File: config.mk
export PLATFORM = sky130hd
export DESIGN_NAME = ntt_mem_xfer
export DESIGN_NICKNAME = d
export VERILOG_FILES = /design/src/rtl/mldsa_params_pkg.sv /design/src/rtl/ntt_mem_xfer_fifo.sv /design/src/rtl/ntt_mem_xfer.sv
export SDC_FILE = /design/constraint.sdc
export NUM_CORES = 1
export LEC_CHECK = 0
export ABC_AREA = 1
export CAP_MARGIN = 10
export CORE_UTILIZATION = 50
export DETAILED_ROUTE_END_ITERATION = 16
export HOLD_SLACK_MARGIN = 0.12
export MAX_ROUTING_LAYER = met4
export PLACE_DENSITY_LB_ADDON = 0.1
export SLEW_MARGIN = 0
export SYNTH_ARGS = -nofsm -noshare
export SYNTH_HDL_FRONTEND = slang
export SYNTH_SLANG_ARGS = --single-unit
File: constraint.sdc
create_clock -name clk -period 4.34 [get_ports clk]
set_input_delay 0.651 -clock clk [delete_from_list [all_inputs] [get_ports clk]]
set_output_delay 0.651 -clock clk [all_outputs]
set_load 0.005 [all_outputs]
File: src/rtl/mldsa_params_pkg.sv
// mldsa_params_pkg: shared memory-port types and widths for the ML-DSA datapath.
package mldsa_params_pkg;
    localparam int MEM_DATA_WIDTH       = 32;
    localparam int MLDSA_MEM_ADDR_WIDTH = 8;

    typedef enum logic [1:0] {
        RW_IDLE  = 2'd0,
        RW_READ  = 2'd1,
        RW_WRITE = 2'd2
    } mem_rw_mode_e;

    typedef struct packed {
        mem_rw_mode_e                    rw_mode;
        logic [MLDSA_MEM_ADDR_WIDTH-1:0] addr;
    } mem_if_t;

    localparam mem_if_t MEM_IF_IDLE = '{rw_mode: RW_IDLE, addr: '0};

    typedef enum logic [2:0] {
        IDLE,
        LOAD,
        DRAIN,
        FLUSH,
        DONE
    } ntt_mem_xfer_state_e;
endpackage

File: src/rtl/ntt_mem_xfer_fifo.sv
// ntt_mem_xfer_fifo: show-ahead synchronous FIFO buffering drained memory words.
module ntt_mem_xfer_fifo
    import mldsa_params_pkg::*;
#(
    parameter int DEPTH = 4
) (
    input  logic                      clk,
    input  logic                      reset_n,
    input  logic                      i_clr,
    input  logic                      i_push,
    input  logic [MEM_DATA_WIDTH-1:0] i_data,
    input  logic                      i_pop,
    output logic [MEM_DATA_WIDTH-1:0] o_data,
    output logic [$clog2(DEPTH):0]    o_count
);
    localparam int AW = $clog2(DEPTH);

    logic [MEM_DATA_WIDTH-1:0] r_mem [DEPTH];
    logic [AW-1:0]             r_wr_ptr;
    logic [AW-1:0]             r_rd_ptr;
    logic [AW:0]               r_count;

    always_ff @(posedge clk) begin
        if (i_push) r_mem[r_wr_ptr] <= i_data;
    end

    always_ff @(posedge clk or negedge reset_n) begin
        if (!reset_n) begin
            r_wr_ptr <= '0;
            r_rd_ptr <= '0;
            r_count  <= '0;
        end else if (i_clr) begin
            r_wr_ptr <= '0;
            r_rd_ptr <= '0;
            r_count  <= '0;
        end else begin
            if (i_push) r_wr_ptr <= r_wr_ptr + 1'b1;
            if (i_pop)  r_rd_ptr <= r_rd_ptr + 1'b1;
            r_count <= r_count + (AW+1)'(i_push) - (AW+1)'(i_pop);
        end
    end

    assign o_data  = r_mem[r_rd_ptr];
    assign o_count = r_count;
endmodule

File: src/rtl/ntt_mem_xfer.sv
// ntt_mem_xfer: bulk load (stream -> port 0 writes) and drain (port 1 reads -> stream)
// engine for the NTT/PWM coefficient memories.
module ntt_mem_xfer
    import mldsa_params_pkg::*;
#(
    parameter int FIFO_DEPTH = 4
) (
    input  logic                            clk,
    input  logic                            reset_n,
    input  logic                            zeroize,
    input  logic                            load_start,
    input  logic                            drain_start,
    input  logic [MLDSA_MEM_ADDR_WIDTH-1:0] base_addr,
    input  logic [MLDSA_MEM_ADDR_WIDTH:0]   num_words,
    output logic                            busy,
    output logic                            done,
    input  logic                            in_valid,
    output logic                            in_ready,
    input  logic [MEM_DATA_WIDTH-1:0]       in_data,
    output logic                            out_valid,
    input  logic                            out_ready,
    output logic [MEM_DATA_WIDTH-1:0]       out_data,
    output mem_if_t                         mem_port0_req,
    output logic [MEM_DATA_WIDTH-1:0]       p0_write_data,
    output mem_if_t                         mem_port1_req,
    input  logic [MEM_DATA_WIDTH-1:0]       p1_read_data
);
    localparam int AW = MLDSA_MEM_ADDR_WIDTH;
    localparam int CW = $clog2(FIFO_DEPTH) + 1;

    ntt_mem_xfer_state_e       r_state, w_next;
    logic [AW-1:0]             r_addr, w_cur_addr;
    logic [AW:0]               r_rem, w_cur_rem;
    mem_if_t                   r_p0, r_p1;
    logic [MEM_DATA_WIDTH-1:0] r_p0_data, w_fifo_data;
    logic                      r_rd_vld;
    logic                      w_idle, w_start_ld, w_start_dr, w_wr, w_rd, w_pop, w_flushed;
    logic [1:0]                w_inflight;
    logic [CW-1:0]             w_count;
    logic [CW:0]               w_used;

    // A drain's first read is issued from IDLE so the registered request lands in cycle 1.
    assign w_idle     = r_state == IDLE;
    assign w_start_ld = w_idle & load_start;
    assign w_start_dr = w_idle & drain_start & ~load_start;
    assign w_cur_addr = w_idle ? base_addr : r_addr;
    assign w_cur_rem  = w_idle ? num_words : r_rem;
    assign w_inflight = 2'(r_p1.rw_mode == RW_READ) + 2'(r_rd_vld);
    assign w_used     = (CW+1)'(w_count) + (CW+1)'(w_inflight);
    assign out_valid  = w_count != '0;
    assign w_pop      = out_valid & out_ready;
    assign in_ready   = (r_state == LOAD) && (r_rem != '0);
    assign w_wr       = in_ready & in_valid;
    assign w_rd       = (w_start_dr || r_state == DRAIN) && (w_cur_rem != '0)
                        && (w_used < (CW+1)'(FIFO_DEPTH) + (CW+1)'(w_pop));
    assign w_flushed  = (w_inflight == 2'd0) && (w_count == CW'(w_pop));

    always_comb begin
        w_next = r_state;
        case (r_state)
            IDLE:    w_next = (w_start_ld || w_start_dr) ? ((num_words == '0) ? DONE : (w_start_ld ? LOAD : DRAIN)) : IDLE;
            LOAD:    w_next = (r_rem == '0) ? DONE : LOAD;
            DRAIN:   w_next = (r_rem == '0) ? FLUSH : DRAIN;
            FLUSH:   w_next = w_flushed ? DONE : FLUSH;
            DONE:    w_next = IDLE;
            default: w_next = IDLE;
        endcase
    end

    always_ff @(posedge clk or negedge reset_n) begin
        if (!reset_n) begin
            r_state   <= IDLE;
            r_addr    <= '0;
            r_rem     <= '0;
            r_p0      <= MEM_IF_IDLE;
            r_p0_data <= '0;
            r_p1      <= MEM_IF_IDLE;
            r_rd_vld  <= 1'b0;
        end else if (zeroize) begin
            r_state   <= IDLE;
            r_addr    <= '0;
            r_rem     <= '0;
            r_p0      <= MEM_IF_IDLE;
            r_p0_data <= '0;
            r_p1      <= MEM_IF_IDLE;
            r_rd_vld  <= 1'b0;
        end else begin
            r_state <= w_next;
            if (w_start_ld || w_start_dr || w_wr || w_rd) begin
                r_addr <= w_cur_addr + AW'(w_wr | w_rd);
                r_rem  <= w_cur_rem - (AW+1)'(w_wr | w_rd);
            end
            r_p0      <= w_wr ? mem_if_t'{rw_mode: RW_WRITE, addr: r_addr} : MEM_IF_IDLE;
            r_p0_data <= w_wr ? in_data : '0;
            r_p1      <= w_rd ? mem_if_t'{rw_mode: RW_READ, addr: w_cur_addr} : MEM_IF_IDLE;
            r_rd_vld  <= r_p1.rw_mode == RW_READ;
        end
    end

    ntt_mem_xfer_fifo #(.DEPTH(FIFO_DEPTH)) u_fifo (
        .clk     (clk),
        .reset_n (reset_n),
        .i_clr   (zeroize),
        .i_push  (r_rd_vld),
        .i_data  (p1_read_data),
        .i_pop   (w_pop),
        .o_data  (w_fifo_data),
        .o_count (w_count)
    );

    assign busy          = !w_idle;
    assign done          = r_state == DONE;
    assign out_data      = out_valid ? w_fifo_data : '0;
    assign mem_port0_req = r_p0;
    assign p0_write_data = r_p0_data;
    assign mem_port1_req = r_p1;
endmodule

==> flow_metrics.tcl, run 1 <==
set metrics [dict create \
    n_fill_cell 1349 \
    cpLargestDelayFamily "buffers and inverters" \
    antenna_found_initial 1 \
    globalplace.congestion 0.848 \
    routedWlPerCell_um 14.8 \
    max_cap_violations 0 \
    die-area_um2 18300 \
    final_common_cell "nor2_1" \
    cts_setup_buffers 0 \
    wl_met3_mm 1.40 \
    hold_viol_final 0 \
    synth_warnings 0 \
    crit_path_start_kind "flip-flop" \
    via_count 6469 \
    grt_max_degree 79 \
    critical_path_class "reg2out" \
    dpl.hpwl_mm 12.1 \
    core_um2 17300 \
    r2r-end "r_addr[6]" \
    timing.rr.start "r_rd_vld" \
    hp-class "in2async" \
    drt-initial-drc-count 312 \
    crit_buf_inv 3 \
    ys_seq_elements 206 \
    finalPower_w 0.00600 \
    slew_viol_final 0 \
    clk_pin_slew_worst_paths_ns 0.06 \
    clock-root-buffer "clkbuf_16" \
    num_io_pins 176 \
    cts_max_level 1 \
    cts_buffers 22 \
    clock_latency_ns 0.49 \
    dieHeight_um 135 \
    slowest_delay_ns 0.65 \
    crit_chain "clkinv_1 -> buf_4 -> nor2_1 -> o21ai_0 -> a21oi_1 -> clkdlybuf4s50_1" \
    area_growth_pct 30.4 \
    layout_common_cells "nor2_1 (209), clkdlybuf4s50_1 (172), edfxtp_1 (128)" \
    worst_slew_pin_slew_ns 1.00 \
    crit_fanout 24 \
    p_per_area_nw_per_um2 519 \
    relSlewSlack 0.329 \
    finalSetupViolations 0 \
    cp.required_ns 3.69 \
    netlist_instances 877 \
    wl_met2_mm 9.41 \
    synth.distinct_cells 32 \
    crit_cells 6 \
    synth_edf_count 128 \
    drc 0 \
    tritoncts "yes" \
    dpl_worst_slack_ns 0.909 \
    clock_sinks 206 \
    ys.flop_type "edfxtp_1" \
    finalWirelength_mm 19.1 \
    top_layer_used "met4" \
    grt_usage 0.221 \
    leakage_nw 4.90 \
    vdd_drop_max_v 0.000394 \
    ff2ff_path_depth 21 \
    period_share 0.802 \
    numPortBuffers 173 \
    async_reset_ff_frac 0.379 \
    first_pass_iters 5 \
    die_x_um 135 \
    fin_skew_ns 0.0119 \
    worstPathArrival_ns 2.83 \
    setup_ws_ns 0.857 \
    grt_pass1_vias 6134 \
    initial_core_util 0.512 \
    row_count 48 \
    rrSetupSlack_ns 0.87 \
    worstSetupEndpointType "output pin" \
    clock.fmax_mhz 287 \
    syn_area_per_cell_um2 10.1 \
    syn-cell-area_um2 8860 \
    setup_tns_ns 0 \
    ant_nets 0 \
    ys_seq_area_frac 0.654 \
    grt_pass1_wl_mm 30.6 \
    vias_per_cell 5.02 \
    m1WireLength_mm 8.00 \
    clock_path_buffers 3 \
    holdBufCountCts 0 \
    slowest_stage "clkinv_1" \
    period_needed_ns 3.48 \
    layout-drive-gt1-share 0.0537 \
    outcome "finished clean" \
    overflow 0 \
    cts_repair_resize_count 0 \
    rsz0062_at_grt "false" \
    final_nets 1150 \
]
## final cells by class
cell class                      instances  area (um^2)  area share
Antenna cell                            1         2.50    0.000217
Clock buffer                           28          594      0.0514
Clock inverter                         12          178      0.0154
Inverter                               95          357      0.0309
Multi-Input combinational cell        534         2510       0.217
Sequential cell                       206         5800       0.502
Tap cell                              225          282      0.0244
Timing Repair Buffer                  187         1830       0.159
## stage by stage
stage / util / cells / area (um^2) / hold WS, ns
2_1_floorplan: - / 878 / 8870 / 0.355
3_3_place_gp: 0.623 / 1247 / 10800 / 0.509
3_5_place_dp: 0.623 / 1247 / 10800 / 0.511
4_1_cts: 0.668 / 1287 / 11600 / 0.359
5_1_grt: 0.668 / 1288 / 11600 / 0.407
6_report: 0.668 / 1288 / 11600 / 0.323
## flip-flops by register name, indices dropped and copies added, names as in the netlist, 2 cells and up
name	cells
u_fifo.o_count	3
u_fifo.r_mem	128
p0_write_data	32
mem_port0_req	9
r_addr	8
mem_port1_req	9
r_state	3
u_fifo.r_wr_ptr	2
u_fifo.r_rd_ptr	2
r_rem	9
## how the worst max path moves through the flow
| stage | end | startpoint | slack (ns) |
|---|---|---|---|
| 2_1_floorplan | r_addr[6] | r_rd_vld | 1.19 |
| 3_3_place_gp | r_addr[6] | r_rd_vld | 0.97 |
| 3_5_place_dp | r_addr[6] | r_rd_vld | 0.91 |
| 4_1_cts | out_data[12] | u_fifo.r_rd_ptr[1] | 0.80 |
| 5_1_grt | r_addr[6] | r_rd_vld | 0.50 |
| 6_report | out_data[12] | u_fifo.r_rd_ptr[1] | 0.86 |
## synthesized netlist by cell type (3+ instances only)
library cell | n | area (um^2)
nor2_1 | 209 | 785
edfxtp_1 | 128 | 3840
nand2_1 | 111 | 417
inv_1 | 92 | 345
dfrtp_1 | 78 | 1950
o21ai_0 | 76 | 380
a21oi_1 | 43 | 215
clkbuf_1 | 28 | 105
nand3_1 | 19 | 95.1
nand4_1 | 19 | 119
ha_1 | 14 | 175
nor3_1 | 12 | 60.1
nand3b_1 | 9 | 67.6
buf_1 | 5 | 18.8
buf_4 | 4 | 30.0
buf_2 | 3 | 15.0
buf_6 | 3 | 33.8
nor2_2 | 3 | 18.8
nor3b_1 | 3 | 22.5
## worst register-to-register path, cell delays in order, from the launching register on
cell,delay (ns)
dfrtp_1,0.49
inv_1,0.10
ha_1,0.28
ha_1,0.21
fa_1,0.44
nor2_1,0.11
nand2_1,0.06
nand2_1,0.05
inv_1,0.03
nor2_1,0.17
nand2_4,0.23
nand2_1,0.19
ha_1,0.21
ha_1,0.16
nand3_1,0.10
nor2_1,0.18
nand2_1,0.07
nand2_1,0.06
nand2_1,0.04
nor2_1,0.08
nand2_1,0.06
nand2_1,0.06
## power by group
| part | total [W] | internal, W | switching (W) |
|---|---|---|---|
| Clock | 0.00196 | 0.00126 | 0.000702 |
| Combinational | 0.00174 | 0.000751 | 0.000989 |
| Sequential | 0.00230 | 0.00222 | 0.0000774 |
| Total | 0.00600 | 0.00423 | 0.00177 |
## cells by family after synthesis
| family | synth area share |
|---|---|
| AND/OR/NAND/NOR | 0.187 |
| AO/OA/AOI/OAI | 0.0680 |
| other | 0.000423 |
| buffers and inverters | 0.0631 |
| adder cells (fa/ha/maj) | 0.0243 |
| flip-flops | 0.654 |
| XOR/XNOR | 0.00296 |
## metal layers
| layer | track usage | up-vias |
|---|---|---|
| met1 | 0.277 | 3050 |
| met5 | - | - |
| li1 | - | 3207 |
| met3 | 0.0554 | 26 |
| met2 | 0.368 | 186 |
| met4 | 0.0412 | 0 |
No activity file was read; power rests on OpenSTA's default activity.
==> inputs of run 2 (changes only) <==
- clock period: 4.34 -> 3.6 ns (I/O delays scaled with it)
==> flow_metrics.tcl, run 2 (synthesized netlist as in run 1, its figures left out) <==
set metrics [dict create \
    seq_area_um2 5800 \
    clock_path_buffers 3 \
    row_count 48 \
    layout-drive-gt1-share 0.0630 \
    initial_core_util 0.512 \
    numPortBuffers 173 \
    routedWlPerCell_um 14.8 \
    finalPower_w 0.00708 \
    dieHeight_um 135 \
    max_cap_violations 0 \
    final_nets 1152 \
    largest_register_ffs 128 \
    cts_max_level 1 \
    layout_common_cells "nor2_1 (208), clkdlybuf4s50_1 (172), edfxtp_1 (128)" \
    final_util 0.668 \
    p_per_area_nw_per_um2 613 \
    period_share 0.884 \
    m1WireLength_mm 8.05 \
    via_count 6384 \
    ff2ff_path_depth 21 \
    n_fill_cell 1339 \
    grt_pass1_wl_mm 30.2 \
    clock.fmax_mhz 314 \
    die_x_um 135 \
    vias_per_cell 4.95 \
    rrSetupSlack_ns 0.44 \
    clock_latency_ns 0.50 \
    core_um2 17300 \
    num_io_pins 176 \
    relSlewSlack 0.341 \
    multi_input_area_um2 2510 \
    finalWirelength_mm 19.1 \
    wl_met2_mm 9.45 \
    rsz0062_at_grt "false" \
    leakage_nw 4.90 \
    clock-root-buffer "clkbuf_16" \
    grt_max_degree 79 \
    outcome "finished clean" \
    period_needed_ns 3.18 \
    crit_fanout 19 \
    r2r-end "r_addr[6]" \
    worst_slew_pin_slew_ns 0.988 \
    antenna_found_initial 1 \
    top_layer_used "met4" \
    finalSetupViolations 0 \
    first_pass_iters 4 \
    final_common_cell "nor2_1" \
    setup.worst_path.end "out_data[1]" \
    worstPathArrival_ns 2.64 \
    clk_pin_slew_worst_paths_ns 0.06 \
    wl_met3_mm 1.34 \
    area_growth_pct 30.3 \
    globalplace.congestion 0.860 \
    crit_start "u_fifo.r_rd_ptr[1]" \
    grt_usage 0.219 \
    drt-initial-drc-count 259 \
    critical_path_class "reg2out" \
    vdd_drop_max_v 0.000435 \
    ant_nets 0 \
    tritoncts "yes" \
    cp.required_ns 3.06 \
    setup_tns_ns 0 \
    holdWs_ns 0.203 \
    hp-class "in2async" \
    dpl.hpwl_mm 11.9 \
    cts_buffers 22 \
    crit_path_start_kind "flip-flop" \
    clock_sinks 206 \
    die-area_um2 18300 \
    timing.rr.start "r_rd_vld" \
    drc 0 \
    hold_viol_final 0 \
    grt_pass1_vias 6150 \
    worstSetupEndpointType "output pin" \
    overflow 0 \
    fin_skew_ns 0.0187 \
    regMostFlops "u_fifo.r_mem" \
    slew_viol_final 0 \
]
-- run 2: worst min-delay path by stage --
stage              start          endpoint
6_report         reset_n  mem_port1_req[5]
5_1_grt          reset_n  mem_port0_req[6]
4_1_cts          reset_n  mem_port0_req[6]
3_5_place_dp   r_addr[2]         r_addr[2]
3_3_place_gp   r_addr[0]         r_addr[0]
2_1_floorplan    reset_n  mem_port0_req[0]
-- run 2: worst max-delay path, stage by stage, from the launching register on --
cell             delay, ns
dfrtp_1               0.34
clkinv_1              0.45
buf_4                 0.42
nor2_1                0.12
o21ai_0               0.08
a21oi_1               0.20
clkdlybuf4s50_1       0.53
-- run 2: what timing repair did --
item | in CTS | in global routing
setup buffers | 0 | 0
hold buffers | 0 | 0
resized for setup | 0 | 2
endpoints found under the setup margin | 0 | 2
-- run 2: through the flow --
stage / setup slack [ns] / std cells / cell area [um^2]
4_1_cts: 0.339 / 1289 / 11500
2_1_floorplan: 0.455 / 878 / 8870
5_1_grt: 0.0979 / 1290 / 11500
3_5_place_dp: 0.353 / 1249 / 10800
3_3_place_gp: 0.422 / 1249 / 10800
6_report: 0.418 / 1290 / 11500
-- run 2: routing by layer --
metal / global-route usage / vias up
li1: - / 3204
met5: - / -
met4: 0.0474 / 0
met3: 0.0513 / 19
met2: 0.373 / 183
met1: 0.265 / 2978
-- run 2: area by class of cell --
cell class,count,area share
inverters,95,0.0309
clock buffers,26,0.0490
flip-flops and latches,206,0.502
clock inverters,14,0.0132
multi-input cells,534,0.218
well taps,225,0.0244
diodes,1,0.000217
repair buffers,189,0.162
-- run 2: report_power, final --
part | internal, W | switching, W | total [W]
Clock | 0.00129 | 0.000892 | 0.00218
Combinational | 0.000925 | 0.00120 | 0.00212
Sequential | 0.00268 | 0.0000973 | 0.00277
